[config.mk]
export PLATFORM = sky130hd
export DESIGN_NAME = rst_sequencer
export DESIGN_NICKNAME = d
export VERILOG_FILES = /design/src/rtl/syscon_pkg.sv /design/src/rtl/rst_sync.sv /design/src/rtl/rst_sequencer.sv
export SDC_FILE = /design/constraint.sdc
export NUM_CORES = 1
export LEC_CHECK = 0
export ABC_CLOCK_PERIOD_IN_PS = 2550
export CAP_MARGIN = 20
export CORE_UTILIZATION = 40
export DETAILED_ROUTE_END_ITERATION = 10
export HOLD_SLACK_MARGIN = 0.1
export PLACE_DENSITY = 0.62
export SLEW_MARGIN = 0
export SYNTH_ARGS = -nofsm -noshare
export SYNTH_HDL_FRONTEND = slang
export SYNTH_SLANG_ARGS = --single-unit
[constraint.sdc]
create_clock -name clk_i -period 2.55 [get_ports clk_i]
set_input_delay 0.51 -clock clk_i [delete_from_list [all_inputs] [get_ports clk_i]]
set_output_delay 0.51 -clock clk_i [all_outputs]
set_load 0.01 [all_outputs]
[src/rtl/syscon_pkg.sv]
// -----------------------------------------------------------------------------
// syscon_pkg
// Shared types and defaults for the system clock/reset consumer blocks.
//   rst_seq_state_e : state encoding of the reset release sequencer
//   RST_SEQ_*       : default parameter values for rst_sequencer
//   cnt_width()     : bits needed to hold a counter's maximum value (min 1)
// -----------------------------------------------------------------------------
package syscon_pkg;

  typedef enum logic [1:0] {
    S_HOLD = 2'd0,
    S_GAP  = 2'd1,
    S_RUN  = 2'd2,
    S_SOFT = 2'd3
  } rst_seq_state_e;

  localparam int RST_SEQ_N_RST       = 4;
  localparam int RST_SEQ_SYNC_STAGES = 2;
  localparam int RST_SEQ_GAP_CYCLES  = 8;
  localparam int RST_SEQ_SOFT_CYCLES = 16;
  localparam int RST_SEQ_CNT_W       = 8;

  // Width of a counter that must reach max_val; never narrower than one bit.
  function automatic int cnt_width(input int max_val);
    int w;
    if (max_val <= 1) begin
      w = 1;
    end else begin
      w = $clog2(max_val + 1);
    end
    return w;
  endfunction

endpackage

[src/rtl/rst_sync.sv]
// -----------------------------------------------------------------------------
// rst_sync
// Reset synchronizer: assertion passes through asynchronously, deassertion is
// aligned to clk_i after SYNC_STAGES rising edges with rst_i low.
//   clk_i  : clock the reset is synchronized to
//   rst_i  : asynchronous active-high reset
//   srst_o : synchronized active-high reset
// -----------------------------------------------------------------------------
module rst_sync #(
  parameter int SYNC_STAGES = 2
) (
  input  logic clk_i,
  input  logic rst_i,
  output logic srst_o
);

  logic [SYNC_STAGES-1:0] sync_q;

  // Shift zeros in once rst_i is released; rst_i refills the chain with ones.
  always_ff @(posedge clk_i or posedge rst_i) begin
    if (rst_i) begin
      sync_q <= {SYNC_STAGES{1'b1}};
    end else begin
      sync_q <= {sync_q[SYNC_STAGES-2:0], 1'b0};
    end
  end

  assign srst_o = sync_q[SYNC_STAGES-1];

endmodule

[src/rtl/rst_sequencer.sv]
// -----------------------------------------------------------------------------
// rst_sequencer
// Releases N_RST subsystem resets one at a time, GAP_CYCLES apart, after the
// platform reset is removed; reports readiness and re-runs the sequence on a
// software reset request.
//   clk_i          : platform clock
//   rst_i          : platform reset, asynchronous, active-high
//   soft_rst_req_i : software reset request (level, sampled on clk_i)
//   rst_o          : sequenced active-high resets, index 0 released first
//   ready_o        : all resets released, platform running
//   soft_rst_cnt_o : accepted soft resets, saturating
// -----------------------------------------------------------------------------
module rst_sequencer
  import syscon_pkg::*;
#(
  parameter int N_RST       = RST_SEQ_N_RST,
  parameter int SYNC_STAGES = RST_SEQ_SYNC_STAGES,
  parameter int GAP_CYCLES  = RST_SEQ_GAP_CYCLES,
  parameter int SOFT_CYCLES = RST_SEQ_SOFT_CYCLES,
  parameter int CNT_W       = RST_SEQ_CNT_W
) (
  input  logic             clk_i,
  input  logic             rst_i,
  input  logic             soft_rst_req_i,
  output logic [N_RST-1:0] rst_o,
  output logic             ready_o,
  output logic [CNT_W-1:0] soft_rst_cnt_o
);

  // gcnt is shared between the gap and soft-hold phases.
  localparam int GCNT_MAX = ((GAP_CYCLES > SOFT_CYCLES) ? GAP_CYCLES : SOFT_CYCLES) - 1;
  localparam int GCNT_W   = cnt_width(GCNT_MAX);
  localparam int IDX_W    = cnt_width(N_RST - 1);

  localparam logic [GCNT_W-1:0] GCNT_ZERO = GCNT_W'(0);
  localparam logic [GCNT_W-1:0] GCNT_ONE  = GCNT_W'(1);
  localparam logic [GCNT_W-1:0] GAP_LAST  = GCNT_W'(GAP_CYCLES - 1);
  localparam logic [GCNT_W-1:0] SOFT_LAST = GCNT_W'(SOFT_CYCLES - 1);
  localparam logic [IDX_W-1:0]  IDX_ZERO  = IDX_W'(0);
  localparam logic [IDX_W-1:0]  IDX_ONE   = IDX_W'(1);
  localparam logic [IDX_W-1:0]  IDX_LAST  = IDX_W'(N_RST - 1);
  localparam logic [CNT_W-1:0]  CNT_ZERO  = CNT_W'(0);
  localparam logic [CNT_W-1:0]  CNT_ONE   = CNT_W'(1);
  localparam logic [CNT_W-1:0]  CNT_SAT   = {CNT_W{1'b1}};
  localparam logic [N_RST-1:0]  RST_ALL   = {N_RST{1'b1}};
  localparam logic [N_RST-1:0]  RST_NONE  = {N_RST{1'b0}};
  localparam logic [N_RST-1:0]  RST_BIT0  = N_RST'(1);

  logic           srst_s;
  rst_seq_state_e state_q, state_d;
  logic [GCNT_W-1:0] gcnt_q, gcnt_d;
  logic [IDX_W-1:0]  idx_q, idx_d;
  logic [N_RST-1:0]  rst_q, rst_d;
  logic              ready_q, ready_d;
  logic [CNT_W-1:0]  cnt_q, cnt_d;

  rst_sync #(
    .SYNC_STAGES(SYNC_STAGES)
  ) u_rst_sync (
    .clk_i (clk_i),
    .rst_i (rst_i),
    .srst_o(srst_s)
  );

  // Sequencer state and registered outputs.
  always_ff @(posedge clk_i or posedge rst_i) begin
    if (rst_i) begin
      state_q <= S_HOLD;
      gcnt_q  <= GCNT_ZERO;
      idx_q   <= IDX_ZERO;
      rst_q   <= RST_ALL;
      ready_q <= 1'b0;
      cnt_q   <= CNT_ZERO;
    end else begin
      state_q <= state_d;
      gcnt_q  <= gcnt_d;
      idx_q   <= idx_d;
      rst_q   <= rst_d;
      ready_q <= ready_d;
      cnt_q   <= cnt_d;
    end
  end

  // Next-state and next-output logic.
  always_comb begin
    state_d = state_q;
    gcnt_d  = gcnt_q;
    idx_d   = idx_q;
    rst_d   = rst_q;
    ready_d = 1'b0;
    cnt_d   = cnt_q;

    if (srst_s) begin
      state_d = S_HOLD;
      gcnt_d  = GCNT_ZERO;
      idx_d   = IDX_ZERO;
      rst_d   = RST_ALL;
    end else begin
      case (state_q)
        // S_HOLD only exists straight after reset, so gcnt/idx are already
        // zero and the exit edge counts as the first gap cycle.
        S_HOLD, S_GAP: begin
          rst_d = rst_q;
          if (gcnt_q == GAP_LAST) begin
            rst_d  = rst_q & ~(RST_BIT0 << idx_q);
            gcnt_d = GCNT_ZERO;
            if (idx_q == IDX_LAST) begin
              state_d = S_RUN;
            end else begin
              idx_d   = idx_q + IDX_ONE;
              state_d = S_GAP;
            end
          end else begin
            gcnt_d  = gcnt_q + GCNT_ONE;
            state_d = S_GAP;
          end
        end
        // A request is accepted only once ready_o is visible, so a held
        // request still shows one cycle of ready before re-triggering.
        S_RUN: begin
          if (soft_rst_req_i && ready_q) begin
            rst_d   = RST_ALL;
            ready_d = 1'b0;
            gcnt_d  = GCNT_ZERO;
            state_d = S_SOFT;
            if (cnt_q != CNT_SAT) begin
              cnt_d = cnt_q + CNT_ONE;
            end else begin
              cnt_d = cnt_q;
            end
          end else begin
            rst_d   = RST_NONE;
            ready_d = 1'b1;
          end
        end
        S_SOFT: begin
          rst_d = RST_ALL;
          if (gcnt_q == SOFT_LAST) begin
            gcnt_d  = GCNT_ZERO;
            idx_d   = IDX_ZERO;
            state_d = S_GAP;
          end else begin
            gcnt_d = gcnt_q + GCNT_ONE;
          end
        end
        default: begin
          state_d = S_HOLD;
          gcnt_d  = GCNT_ZERO;
          idx_d   = IDX_ZERO;
          rst_d   = RST_ALL;
        end
      endcase
    end
  end

  assign rst_o          = rst_q;
  assign ready_o        = ready_q;
  assign soft_rst_cnt_o = cnt_q;

endmodule

# Word-level counts from Yosys, hierarchy flattened
# Index checks and enable logic that the tools add are counted.
[word_totals]
ff_bits = 23
inputBits = 3
out_inout_bits = 13
elab_cells = 55
[classes]
addsub = 3
eq_ne = 11
shift = 1
n_mux = 23
bitwise_logic = 3
reduce_logical = 7
[ops]
columns = ["op", "count"]
rows = [
  ["two-way mux 4 bit", 7],
  ["one-hot mux 4 bit (3 select lines)", 2],
  ["two-way mux 2 bit", 9],
  ["inequality test 3 x 2 -> 1 bit (second input constant)", 4],
  ["adder 8 x 1 -> 8 bit (second input constant)", 1],
  ["inequality test 8 bit (second input constant)", 1],
  ["AND reduction 4 bit", 2],
  ["equality test 2 bit (second input constant)", 3],
  ["one-hot mux 2 bit (3 select lines)", 1],
  ["adder 4 x 1 -> 4 bit (second input constant)", 1],
  ["bitwise AND 4 bit", 1],
  ["equality test 4 x 3 -> 1 bit (second input constant)", 1],
  ["equality test 4 bit (second input constant)", 1],
  ["NOT 4 bit", 1],
  ["one-hot mux 2 bit (2 select lines)", 1],
  ["<< shifter 1 x 2 -> 4 bit (first input constant)", 1],
  ["two-way mux 1 bit", 3],
  ["nonzero test 3 bit", 1],
  ["adder 2 x 1 -> 2 bit (second input constant)", 1],
  ["equality test 2 x 1 -> 1 bit (second input constant)", 1],
  ["logical NOT 2 bit", 1],
  ["AND reduction 2 bit", 1],
  ["OR reduction 2 bit", 1],
  ["logical AND 1 bit", 1],
  ["NOT 1 bit", 1],
]

# Longest topological paths before layout
[logic_depth]
depth_word = 6
ltp_mapped = 5
mapped_depth_nobuf = 5

# Cells and area by module
# Synthesis repeated with hierarchy kept, for this count alone.
[hier_totals]
hier_cells = 114
hier_area_um2 = 1161.1
[by_module_without_submodules]
columns = ["module", "instances", "cells_per_inst", "area_per_inst_um2", "seq_area_each_um2"]
rows = [
  ["rst_sequencer", 1, 110, 1101.1, 530.5],
  ["rst_sync", 1, 4, 60.1, 52.6],
]

# Worst setup path after synthesis
# OpenSTA, ideal clock, no wires.
[synth_path]
path_kind = "input port to flip-flop"
startpoint = "input port soft_rst_req_i"
endpoint = "register cnt_q[7], in the netlist soft_rst_cnt_o[7]"
setup_time_ns = 0.125
t_arrival_ns = 1.627
required_ns = 2.425
slack_ns = 0.798
cell_stages = 4
path_buffers = 0
path_cell_list = "nand2_1 or4_4 nor3_2 mux2_2"
[synth_via]
elab_chain_len = 2
[synth_rtl]
columns = ["element", "line", "source"]
rows = [
  ["start, declared", "rst_sequencer.sv:24", "input logic soft_rst_req_i,"],
  ["logical AND 1 bit", "rst_sequencer.sv:121", "if (soft_rst_req_i && ready_q) begin"],
  ["AND reduction 4 bit (no source line)", "--", ""],
  ["end signal, assigned", "rst_sequencer.sv:80", "cnt_q <= cnt_d;"],
  ["end, declared", "rst_sequencer.sv:55", "logic [CNT_W-1:0] cnt_q, cnt_d;"],
]
# Every way passes these cells.
# A chain may end at the register's enable or synchronous reset.

# Worst setup path after layout
# Same ends and word-level chain as after synthesis.

==> out/metrics.csv <==
stage,metric,value,unit
worst_setup_path,endpoint_kind,flip-flop,
finish,finalCoreUtilization,0.500,
power,internal-power,0.000451,W
power,p_clk_frac,0.279,
floorplan,die_h,55.9,um
worst_setup_path,start_kind,input port,
power,ir_drop,0.000246,V
power,pwr-share-comb,0.055,
global_route,grt_busiest_layer,met2,
timing,clock_skew,0.00260,ns
clock_tree,postCtsHoldBufs,0,
finish,syn_to_final_growth,18.9,%
global_route,grt_pass1_vias,794,
floorplan,die_w,55.9,um
finish,drive_gt1_frac,0.168,
global_route,grt-ovfl-total,0,
clock_tree,clock_sinks,23,
route,first_iter_violations,19,
timing,hold_viol,0,
logic_synthesis,syn_area_per_cell,10.3,sq um
logic_synthesis,synthFlopType,dfrtp_1,
timing,setup_tns,0,ns
global_route,grt.met1_usage,0.183,
worst_setup_path,worstReg2RegEnd,soft_rst_cnt_o[7],
logic_synthesis,yosysWarningCount,0,
timing,fin_crit,1.95,ns
worst_setup_path,critPathKind,input port to flip-flop,
timing,slew_violations,0,
worst_setup_path,cp-startpoint,soft_rst_req_i,
logic_synthesis,synth_edf_count,0,
route,drcViolationCount,0,
placement,pre_cts_ws,0.272,ns
clock_tree,cts_buffers,3,
clock_tree,cts_tree,built,
worst_setup_path,cp.arrival,2.15,ns
timing,rsz0062_at_grt,no,
logic_synthesis,yosysSeqAreaShare,0.503,
finish,nets,141,
power,switching_share,0.219,
placement,hpwl,1.47,mm
power,switchingPower,0.000127,W
power,totalPowerFinal,0.000577,W
timing,setup_viol,0,
logic_synthesis,synth_area,1160,sq um
timing,period_share,0.765,
timing,fmax,0.513,GHz
placement,port_buffers,15,
worst_setup_path,cp_max_fo,5,
global_route,met2_usage,0.234,
global_route,antenna_found_initial,0,
worst_setup_path,regToRegStartpoint,state_q[1],
floorplan,io_pins,16,
worst_setup_path,cp-endpoint,soft_rst_cnt_o[7],
timing,holdWs,0.363,ns
logic_synthesis,synth_cell_type_count,31,
power,power_density,419,nW/um^2
route,vias,857,
route,wirelength,2.00,mm
clock_tree,clk_latency,0.30,ns
route,viasPerCell,5.29,
global_route,grt_pass1_wl,3.48,mm
clock_tree,cts_setup_buffers,0,
timing,timing.final.ws_setup,0.600,ns
flow_run,cap_violations,0,
floorplan,dieArea,3120,sq um
power,leakagePower,0.575,nW
clock_tree,ctsRootBufferMaster,clkbuf_4,
route,wire_per_inst,12.3,um
clock_tree,cts-htree-levels,1,
outcome,status,"complete, no violations",
global_route,grt_usage,0.138,
clock_tree,clk_path_buf_depth,2,
route,postRouteAntennaNets,0,
global_route,grt_max_degree,24,
floorplan,start_util,0.421,
global_route,use_met3,0.0209,
logic_synthesis,ys_async_sr_fraction,1.00,
worst_setup_path,r2r_slack,0.66,ns
logic_synthesis,synth_nets,122,
route,drt_pass1_iterations,5,
power,seq_power_share,0.665,
floorplan,core,2760,sq um
logic_synthesis,yosys_register_bits,23,
logic_synthesis,syn_inst,113,
hold_path,hp-class,flip-flop to flip-flop,
finish,fillers,268,
floorplan,fp-row-count,19,
clock_tree,path_clk_slew,0.12,ns
finish,num_antenna_cells,0,
placement,gp_congestion,0.787,
worst_setup_path,r2r.worst_path.cells,4,
worst_setup_path,required,2.75,ns
clock_tree,postCtsResizedCells,0,
==> flip-flops by register name (all words and copies together) (netlist names) <==
signal,count
rst_o,4
soft_rst_cnt_o,8
u_rst_sync.sync_q,2
idx_q,2
state_q,2
gcnt_q,4
ready_o,1
==> metrics by stage <==
| stage | cell area (sq um) | cells |
|---|---|---|
| global route | 1380 | 162 |
| CTS | 1380 | 162 |
| global placement | 1350 | 158 |
| finish | 1380 | 162 |
| floorplan | 1160 | 113 |
| detailed placement | 1350 | 158 |
==> Yosys cell counts (all sizes together) (2+ instances only) <==
library cell	n	area [sq um]
dfrtp	17	425
nand2	13	48.8
nor2	9	33.8
o21ai	8	40.0
mux2	7	78.8
a21oi	6	30.0
dfstp	6	158
ha	6	75.1
inv	5	18.8
nand3	5	25.0
nor3	5	30.0
nand2b	4	32.5
clkbuf	3	11.3
nand4	3	18.8
a22o	2	17.5
==> power groups by stage <==
stage / logic [W] / registers, W / clock network (W)
after floorplan: 0.0000246 / 0.000386 / 0
after global placement: 0.0000325 / 0.000390 / 0
after detailed placement: 0.0000331 / 0.000391 / 0
after CTS: 0.0000332 / 0.000384 / 0.000176
after global routing: 0.0000366 / 0.000386 / 0.000187
final: 0.0000319 / 0.000384 / 0.000161
==> critical path, cell delays in order <==
cell,delay (ns)
clkdlybuf4s50_1,0.46
nand2_1,0.11
or4_4,0.56
nor3_2,0.17
mux2_2,0.34
==> cell families after synthesis <==
family	count (synthesis)	share of synthesized area
buffers and inverters	8	0.0259
AND/OR/NAND/NOR	46	0.214
flip-flops	23	0.503
adder cells (fa/ha/maj)	6	0.0647
other	1	0.00323
multiplexers	8	0.0766
AO/OA/AOI/OAI	19	0.0982
XOR/XNOR	2	0.0151
==> layer usage <==
metal	vias up	share of wire
met5	-	0
met4	0	0.0085
met3	2	0.022
met2	9	0.48
met1	410	0.49
li1	436	-
==> worst min-delay path by stage <==
stage	from	endpoint	slack [ns]	cells after the start
3_3_place_gp	u_rst_sync.sync_q[0]	u_rst_sync.sync_q[1]	0.35	0
6_report	u_rst_sync.sync_q[0]	u_rst_sync.sync_q[1]	0.36	0
5_1_grt	u_rst_sync.sync_q[0]	u_rst_sync.sync_q[1]	0.37	0
3_5_place_dp	u_rst_sync.sync_q[0]	u_rst_sync.sync_q[1]	0.35	0
2_1_floorplan	u_rst_sync.sync_q[0]	u_rst_sync.sync_q[1]	0.35	0
4_1_cts	u_rst_sync.sync_q[0]	u_rst_sync.sync_q[1]	0.37	0
==> layout by cell type, fill, tap and decap left out, types with 4 or more instances in the layout <==
master | synthesis | final
nor2_1 | 9 | 9
dfrtp_1 | 17 | 17
clkdlybuf4s50_1 | 0 | 15
inv_1 | 5 | 5
ha_1 | 6 | 6
a21oi_1 | 6 | 6
dfstp_2 | 6 | 6
mux2_2 | 7 | 7
nand2_1 | 13 | 13
o21ai_0 | 8 | 8
nand3_1 | 5 | 5
nor3_1 | 4 | 4
==> layout make-up <==
class | instances | area, sq um | area share
sequential | 23 | 583 | 0.423
timing repair buffer | 17 | 165 | 0.120
inverter | 5 | 18.8 | 0.0136
multi-input combinational | 82 | 547 | 0.397
clock buffer | 4 | 26.3 | 0.0191
tap | 31 | 38.8 | 0.0281
No activity file was read; power rests on OpenSTA's default activity.
